===== config.mk =====
export PLATFORM = sky130hd
export DESIGN_NAME = memory_access
export DESIGN_NICKNAME = d
export VERILOG_FILES = /design/src/rtl/memory_access.sv
export SDC_FILE = /design/constraint.sdc
export NUM_CORES = 1
export LEC_CHECK = 0
export BUFFER_PORTS_ARGS = -buffer_cell sky130_fd_sc_hd__buf_2
export CAP_MARGIN = 10
export CORE_MARGIN = 10
export CORE_UTILIZATION = 35
export DETAILED_ROUTE_END_ITERATION = 12
export SLEW_MARGIN = 20
export SYNTH_ARGS = -nofsm -noshare
export SYNTH_HDL_FRONTEND = slang
export SYNTH_SLANG_ARGS = --single-unit

===== constraint.sdc =====
create_clock -name clk -period 2.5 [get_ports clk]
set_clock_uncertainty 0.15 [all_clocks]
set_input_delay 0.125 -clock clk [delete_from_list [all_inputs] [get_ports clk]]
set_output_delay 0.125 -clock clk [all_outputs]
set_load 0.03 [all_outputs]

===== src/rtl/memory_access.sv =====
// Memory-access pipeline stage: forwards ALU results, runs one data-bus
// transfer per load/store, and aligns/extends load data for writeback.
module memory_access #(
    parameter int unsigned ADDR_W = 32
) (
    input  logic              clk,
    input  logic              rst_n,
    input  logic              ex_valid,
    output logic              ex_ready,
    input  logic [31:0]       ex_alu_result,
    input  logic [31:0]       ex_store_data,
    input  logic [4:0]        ex_rd,
    input  logic              ex_reg_write,
    input  logic              ex_mem_read,
    input  logic              ex_mem_write,
    input  logic [1:0]        ex_size,
    input  logic              ex_unsigned,
    output logic              dbus_req,
    output logic              dbus_we,
    output logic [ADDR_W-1:0] dbus_addr,
    output logic [31:0]       dbus_wdata,
    output logic [3:0]        dbus_be,
    input  logic [31:0]       dbus_rdata,
    input  logic              dbus_ack,
    output logic [31:0]       wb_result,
    output logic [4:0]        wb_rd,
    output logic              wb_reg_write,
    output logic              mem_fault
);

    localparam int unsigned DATA_W = 32;
    localparam int unsigned RD_W   = 5;

    typedef enum logic {
        IDLE = 1'b0,
        BUS  = 1'b1
    } state_e;

    localparam logic [1:0] SZ_BYTE = 2'b00;
    localparam logic [1:0] SZ_HALF = 2'b01;
    localparam logic [1:0] SZ_WORD = 2'b10;

    state_e              state_q, state_d;
    logic                dbus_req_q, dbus_req_d;
    logic                dbus_we_q, dbus_we_d;
    logic [ADDR_W-1:0]   dbus_addr_q, dbus_addr_d;
    logic [DATA_W-1:0]   dbus_wdata_q, dbus_wdata_d;
    logic [3:0]          dbus_be_q, dbus_be_d;
    logic [DATA_W-1:0]   wb_result_q, wb_result_d;
    logic [RD_W-1:0]     wb_rd_q, wb_rd_d;
    logic                wb_reg_write_q, wb_reg_write_d;
    logic                mem_fault_q, mem_fault_d;
    // Context of the outstanding transfer, needed when the ack arrives
    logic [1:0]          pend_off_q, pend_off_d;
    logic [1:0]          pend_size_q, pend_size_d;
    logic                pend_uns_q, pend_uns_d;
    logic                pend_load_q, pend_load_d;
    logic [RD_W-1:0]     pend_rd_q, pend_rd_d;
    logic                pend_wr_q, pend_wr_d;

    logic                accept_c;
    logic                is_mem_c;
    logic                fault_c;
    logic                rd_we_c;
    logic [1:0]          off_c;
    logic [3:0]          be_c;
    logic [DATA_W-1:0]   wdata_c;
    logic [DATA_W-1:0]   lane_c;
    logic [DATA_W-1:0]   load_c;

    assign ex_ready = (state_q == IDLE);
    assign accept_c = ex_valid & ex_ready;
    assign is_mem_c = ex_mem_read | ex_mem_write;
    assign rd_we_c  = ex_reg_write & (ex_rd != RD_W'(0));
    assign off_c    = ex_alu_result[1:0];

    // Misalignment / illegal-encoding detection for the incoming memory op
    always_comb begin
        fault_c = 1'b0;
        if (ex_size == 2'b11)                       fault_c = 1'b1;
        if ((ex_size == SZ_HALF) && off_c[0])       fault_c = 1'b1;
        if ((ex_size == SZ_WORD) && (off_c != 2'b00)) fault_c = 1'b1;
        if (ex_mem_read && ex_mem_write)            fault_c = 1'b1;
    end

    // Byte enables and lane-replicated store data
    always_comb begin
        be_c    = 4'b1111;
        wdata_c = ex_store_data;
        case (ex_size)
            SZ_BYTE: begin
                be_c    = 4'b0001 << off_c;
                wdata_c = {4{ex_store_data[7:0]}};
            end
            SZ_HALF: begin
                be_c    = 4'b0011 << off_c;
                wdata_c = {2{ex_store_data[15:0]}};
            end
            default: begin
                be_c    = 4'b1111;
                wdata_c = ex_store_data;
            end
        endcase
    end

    // Load lane select and sign/zero extension
    always_comb begin
        lane_c = dbus_rdata >> {pend_off_q, 3'b000};
        case (pend_size_q)
            SZ_BYTE: load_c = pend_uns_q ? {24'b0, lane_c[7:0]}
                                         : {{24{lane_c[7]}}, lane_c[7:0]};
            SZ_HALF: load_c = pend_uns_q ? {16'b0, lane_c[15:0]}
                                         : {{16{lane_c[15]}}, lane_c[15:0]};
            default: load_c = lane_c;
        endcase
    end

    // Next-state and registered-output logic
    always_comb begin
        state_d        = state_q;
        dbus_req_d     = dbus_req_q;
        dbus_we_d      = dbus_we_q;
        dbus_addr_d    = dbus_addr_q;
        dbus_wdata_d   = dbus_wdata_q;
        dbus_be_d      = dbus_be_q;
        wb_result_d    = wb_result_q;
        wb_rd_d        = wb_rd_q;
        wb_reg_write_d = 1'b0;
        mem_fault_d    = 1'b0;
        pend_off_d     = pend_off_q;
        pend_size_d    = pend_size_q;
        pend_uns_d     = pend_uns_q;
        pend_load_d    = pend_load_q;
        pend_rd_d      = pend_rd_q;
        pend_wr_d      = pend_wr_q;

        case (state_q)
            IDLE: begin
                if (accept_c) begin
                    if (!is_mem_c) begin
                        wb_result_d    = ex_alu_result;
                        wb_rd_d        = ex_rd;
                        wb_reg_write_d = rd_we_c;
                    end else if (fault_c) begin
                        mem_fault_d    = 1'b1;
                    end else begin
                        state_d      = BUS;
                        dbus_req_d   = 1'b1;
                        dbus_we_d    = ex_mem_write;
                        dbus_addr_d  = {ex_alu_result[ADDR_W-1:2], 2'b00};
                        dbus_wdata_d = wdata_c;
                        dbus_be_d    = be_c;
                        pend_off_d   = off_c;
                        pend_size_d  = ex_size;
                        pend_uns_d   = ex_unsigned;
                        pend_load_d  = ex_mem_read;
                        pend_rd_d    = ex_rd;
                        pend_wr_d    = rd_we_c;
                    end
                end
            end
            BUS: begin
                if (dbus_ack) begin
                    state_d    = IDLE;
                    dbus_req_d = 1'b0;
                    if (pend_load_q) begin
                        wb_result_d    = load_c;
                        wb_rd_d        = pend_rd_q;
                        wb_reg_write_d = pend_wr_q;
                    end
                end
            end
            default: state_d = IDLE;
        endcase
    end

    always_ff @(posedge clk or negedge rst_n) begin
        if (!rst_n) begin
            state_q        <= IDLE;
            dbus_req_q     <= 1'b0;
            dbus_we_q      <= 1'b0;
            dbus_addr_q    <= '0;
            dbus_wdata_q   <= '0;
            dbus_be_q      <= '0;
            wb_result_q    <= '0;
            wb_rd_q        <= '0;
            wb_reg_write_q <= 1'b0;
            mem_fault_q    <= 1'b0;
            pend_off_q     <= '0;
            pend_size_q    <= '0;
            pend_uns_q     <= 1'b0;
            pend_load_q    <= 1'b0;
            pend_rd_q      <= '0;
            pend_wr_q      <= 1'b0;
        end else begin
            state_q        <= state_d;
            dbus_req_q     <= dbus_req_d;
            dbus_we_q      <= dbus_we_d;
            dbus_addr_q    <= dbus_addr_d;
            dbus_wdata_q   <= dbus_wdata_d;
            dbus_be_q      <= dbus_be_d;
            wb_result_q    <= wb_result_d;
            wb_rd_q        <= wb_rd_d;
            wb_reg_write_q <= wb_reg_write_d;
            mem_fault_q    <= mem_fault_d;
            pend_off_q     <= pend_off_d;
            pend_size_q    <= pend_size_d;
            pend_uns_q     <= pend_uns_d;
            pend_load_q    <= pend_load_d;
            pend_rd_q      <= pend_rd_d;
            pend_wr_q      <= pend_wr_d;
        end
    end

    assign dbus_req     = dbus_req_q;
    assign dbus_we      = dbus_we_q;
    assign dbus_addr    = dbus_addr_q;
    assign dbus_wdata   = dbus_wdata_q;
    assign dbus_be      = dbus_be_q;
    assign wb_result    = wb_result_q;
    assign wb_rd        = wb_rd_q;
    assign wb_reg_write = wb_reg_write_q;
    assign mem_fault    = mem_fault_q;

endmodule

# Yosys cells after proc, flatten, opt, wreduce, memory -nomap -nowiden
# Index checks and enable logic that the tools add are counted.
[word_totals]
register_bits = 120
inputBits = 111
out_inout_bits = 110
[classes]
n_eq_ne = 10
n_reduce_logical = 10
mux = 38
shifts = 3
n_bitwise = 5
[ops]
columns = ["operator", "n"]
rows = [
  ["$mux 32", 6],
  ["$pmux 32 s2", 3],
  ["$shr 32x5->32", 1],
  ["$mux 1", 20],
  ["$mux 5", 4],
  ["$reduce_and 4->1", 3],
  ["$pmux 5 s2", 1],
  ["$pmux 4 s2", 1],
  ["$ne 2x1->1 const B", 3],
  ["$ne 2x2->1 const B", 3],
  ["$pmux 1 s2", 3],
  ["$reduce_bool 5->1", 1],
  ["$eq 2x1->1 const B", 2],
  ["$eq 2x2->1 const B", 2],
  ["$logic_not 2->1", 2],
  ["$shl 1x2->4 const A", 1],
  ["$shl 2x2->4 const A", 1],
  ["$logic_and 1x1->1", 3],
  ["$and 1x1->1", 2],
  ["$not 1->1", 2],
  ["$reduce_bool 2->1", 1],
  ["$or 1x1->1", 1],
]

# Logic depth before layout (Yosys ltp)
[logic_depth]
word_depth = 9
mapped_depth = 7
ltp_nobuf = 4

# Worst setup path before layout
# OpenSTA, ideal clock, no wires.
[synth_timing]
kind = "register -> register"
start = "reg state_q"
end = "reg dbus_wdata_q[12], in the netlist dbus_wdata[12]"
path_buffers = 2
t_required_ns = 2.225
stages_incl_launch_ff = 7
synth_period_minus_slack_ns = 2.072
setup_slack_ns = 0.428
arrival_time_ns = 1.798
path_cell_list = "dfrtp_1 -> clkbuf_1 -> nor2b_2 -> o21ai_1 -> a211oi_4 -> buf_6 -> mux2_2"
[synth_between]
elab_chain_cells = 3
[synth_lines]
columns = ["element", "line", "source"]
rows = [
  ["start, declared", "43", "state_e state_q, state_d;"],
  ["start signal, assigned", "196", "state_q <= state_d;"],
  ["$not 1->1 (no source line) *", "--", ""],
  ["$and 1x1->1", "72", "assign accept_c = ex_valid & ex_ready;"],
  ["$reduce_and 4->1 (no source line) *", "--", ""],
  ["end signal, assigned", "200", "dbus_wdata_q <= dbus_wdata_d;"],
  ["end, declared", "47", "logic [DATA_W-1:0] dbus_wdata_q, dbus_wdata_d;"],
]
# Every way passes the cells marked *; elsewhere a longest branch is shown, timed or not.
# A chain may end at the register's enable or synchronous reset.

# Worst setup path after layout
[layout_timing]
start = "in ex_alu_result[0]"
end = "reg dbus_wdata_q[4], in the netlist dbus_wdata[4]"
[layout_between]
elab_chain_cells = 6
elab_cells_between_ends = 8
cone_classes = "3 x mux; 1 x bitwise; 4 x reduce/logical"
[layout_lines]
columns = ["element", "line", "source"]
rows = [
  ["start, declared", "10", "input logic [31:0] ex_alu_result,"],
  ["$logic_and 1x1->1 / $reduce_bool 2->1 (equally long branches)", "81, 82", ""],
  ["$mux 1 / $logic_and 1x1->1 (equally long branches)", "81, 82", ""],
  ["$mux 1 *", "82", "if ((ex_size == SZ_WORD) && (off_c != 2'b00)) fault_c = 1'b1;"],
  ["$mux 1 *", "83", "if (ex_mem_read && ex_mem_write) fault_c = 1'b1;"],
  ["$not 1->1 (no source line) *", "--", ""],
  ["$reduce_and 4->1 (no source line) *", "--", ""],
]
# Marks and branches as above.

==> impl_metrics.tcl <==
set metrics [dict create \
    status "completed" \
    clock_latency_ps 410 \
    worstPathMaxFanout 26 \
    overflow 0 \
    internal-power_mw 5.471 \
    htreeDepth 4 \
    start_kind "input port" \
    coreArea_um2 16520 \
    grt_pass1_wl_um 32290 \
    tightest_slew_ps 785.4 \
    arrival_ps 2290 \
    first_global_vias 5833 \
    die-area_um2 22320 \
    synth_edf_count 0 \
    clockPowerShare_pct 27.7 \
    max-slew-margin-rel_pct 47.24 \
    crit_chain "dlygate4sd3_1, buf_2, o21a_1, o22a_1, a211oi_4, buf_4, mux2_2" \
    track_usage_pct 18.09 \
    io_pins 221 \
    cp_data_required_time_ps 2640 \
    final_util_pct 52.64 \
    power_switching_mw 3.571 \
    maxCapViolations 0 \
    async_flop_share_pct 100.0 \
    use_met1_pct 21.23 \
    hold_viol 0 \
    cts_setup_buffers 0 \
    routabilityCongestion 0.8088 \
    power_frac_comb_pct 39.3 \
    p_sw_share_pct 39.49 \
    ys_seq_elements 120 \
    cts.sinks 120 \
    p_seq_share_pct 33.0 \
    slew_violations 0 \
    drive_above_1_share_pct 43.49 \
    end_kind "flip-flop" \
    clk_pin_slew_worst_paths_ps 50 \
    fmax_mhz 464.9 \
    leakage_nw 4.012 \
    place.port_buffers 218 \
    met2_usage_pct 29.83 \
    wl_um 20140 \
    max_stage_delay_ps 540 \
    ctsHoldBuffers 92 \
    drt-vias-per-instance 4.977 \
    netlist_instances 517 \
    power_density_nw_per_um2 1039 \
    path_delay_family "buffers and inverters" \
    hold_class "input port to flip-flop" \
    fin_crit_ps 2151 \
    cts-resized-gates 0 \
    syn_avg_cell_area_um2 11.34 \
    pre_cts_slack_ps 364.3 \
    vias 5271 \
    setup_ws_ps 348.9 \
    yosysWarnings 0 \
    irDropWorstVdd_mv 0.5508 \
    postRouteAntennaNets 0 \
    rsz0062_at_grt "false" \
    grt-busiest-layer "met2" \
    die_w_um 149.4 \
    rows 47 \
    setup_viol 0 \
    grt_max_degree 63 \
    grt_use_met3_pct 7.277 \
    initial_utilization_pct 35.47 \
    cts_root_buf "clkbuf_16" \
    die_h_um 149.4 \
    path_class "input port to flip-flop" \
    tns_ps 0 \
    synthFlopType "dfrtp_1" \
    drtIter0Drc 189 \
    netlist_area_um2 5862 \
    drt-pass1-iter-count 4 \
    slowest_stage "dlygate4sd3_1" \
    cts_max_path_buffers 2 \
    power.total_mw 9.042 \
    cts_buffers 17 \
    period_share_pct 86.04 \
    cts_tree "done" \
    dp_hpwl_um 14540 \
    wl_per_cell_um 19.02 \
    fin_nets 935 \
    syn2layout_area_growth_pct 48.39 \
    grt_antenna_before_repair 2 \
    drc 0 \
    cp_num_buf_inv 3 \
    ys_seq_area_share_pct 51.23 \
    synth.distinct_cells 37 \
]
## cell usage in the layout (no fill, tap or decap), types with 2 or more instances in the layout
| cell type | count |
|---|---|
| o2bb2ai_1 | 8 |
| dfrtp_1 | 120 |
| mux2_2 | 94 |
| clkbuf_8 | 2 |
| a21oi_1 | 27 |
| buf_2 | 217 |
| nor3_1 | 25 |
| nor2_1 | 30 |
| nand3_1 | 10 |
| clkinvlp_4 | 3 |
| buf_4 | 14 |
| o21ai_0 | 24 |
| dlygate4sd3_1 | 92 |
| nor2b_1 | 2 |
| bufinv_16 | 3 |
| o21bai_1 | 3 |
| o211ai_1 | 8 |
| inv_1 | 3 |
| nand4_1 | 8 |
| mux2_1 | 6 |
| or2_2 | 2 |
| buf_12 | 2 |
| clkinv_4 | 2 |
| nand2b_1 | 2 |
| conb_1 | 2 |
| a21o_1 | 2 |
| a211oi_1 | 8 |
| diode_2 | 2 |
| nand2_1 | 48 |
| clkbuf_16 | 17 |
| mux2i_1 | 36 |
| clkinv_2 | 4 |
## stage by stage
| step | instances | area [um^2] | hold WS (ps) |
|---|---|---|---|
| finish | 1059 | 8698 | 36.26 |
| CTS | 1057 | 8693 | 9.325 |
| global route | 1058 | 8696 | 52.29 |
| global placement | 933 | 7166 | -41.49 |
| detailed placement | 933 | 7166 | -17.40 |
| floorplan | 518 | 5866 | -320.6 |
## synth_stat cells, drive strengths merged (8+ instances only)
cell	instances	share of area [%]
dfrtp	120	51
o21ai	25	2.1
a21oi	28	2.4
a211oi	9	1.4
nand4	8	0.85
clkbuf	20	1.3
mux2	100	19
o211ai	8	1.0
mux2i	36	6.1
buf	18	2.4
o2bb2ai	8	1.2
nand2	48	3.1
nor2	30	1.9
nor3	25	2.1
nand3	10	0.85
## worst paths after layout
kind,cells past startpoint,slack [ps],to,startpoint
worst min register to register,2,330,wb_rd[3],wb_rd[3]
worst min-delay path,4,40,wb_reg_write,ex_valid
worst max register to register,5,360,dbus_wdata[4],state_q
worst max-delay path,7,350,dbus_wdata[4],ex_alu_result[0]
max in group asynchronous,3,1380,dbus_addr[7],rst_n
min in group asynchronous,2,100,dbus_wdata[31],rst_n
## state kept, by name, indices dropped and copies added, names as in the netlist
signal / flops
wb_result: 32
dbus_we: 1
wb_rd: 5
dbus_addr: 30
mem_fault: 1
wb_reg_write: 1
state_q: 1
pend_uns_q: 1
dbus_req: 1
pend_size_q: 2
dbus_be: 4
pend_wr_q: 1
pend_load_q: 1
pend_rd_q: 5
dbus_wdata: 32
pend_off_q: 2
## layout make-up
| cell class | instances | area (um^2) |
|---|---|---|
| antenna | 2 | 5.005 |
| clock buffer | 20 | 456.7 |
| clock inverter | 12 | 150.1 |
| fill | 1455 | 7826 |
| inverter | 4 | 15.01 |
| multi-input combinational | 356 | 2641 |
| sequential | 120 | 3003 |
| tap | 220 | 275.3 |
| timing repair buffer | 325 | 2152 |
## power by group through the flow
stage / Combinational [mW] / Clock (mW) / Sequential (mW)
6_report: 3.56 / 2.50 / 2.98
5_1_grt: 3.81 / 2.67 / 3.07
2_1_floorplan: 1.13 / 0 / 4.15
3_3_place_gp: 3.41 / 0 / 2.97
4_1_cts: 3.59 / 2.56 / 2.98
3_5_place_dp: 3.47 / 0 / 3.00
## cell families after synthesis
family / Yosys count / share of synthesized area [%]
simple gates: 131 / 9.989
mux: 136 / 25.36
compound gates: 87 / 9.392
other cells: 1 / 0.06397
buf+inv: 42 / 3.970
flops: 120 / 51.23
## metal layers
| metal | vias up | wire length [um] |
|---|---|---|
| li1 | 2478 | - |
| met1 | 2573 | 8314 |
| met2 | 191 | 9792 |
| met3 | 27 | 1715 |
| met4 | 2 | 301 |
| met5 | - | 13 |
## tightest hold or removal path: stages
cell     delay, ps
buf_2          100
nor2b_2        180
nand2_1         80
o22ai_1         60
Note: power is estimated with default switching activity, not from simulation.
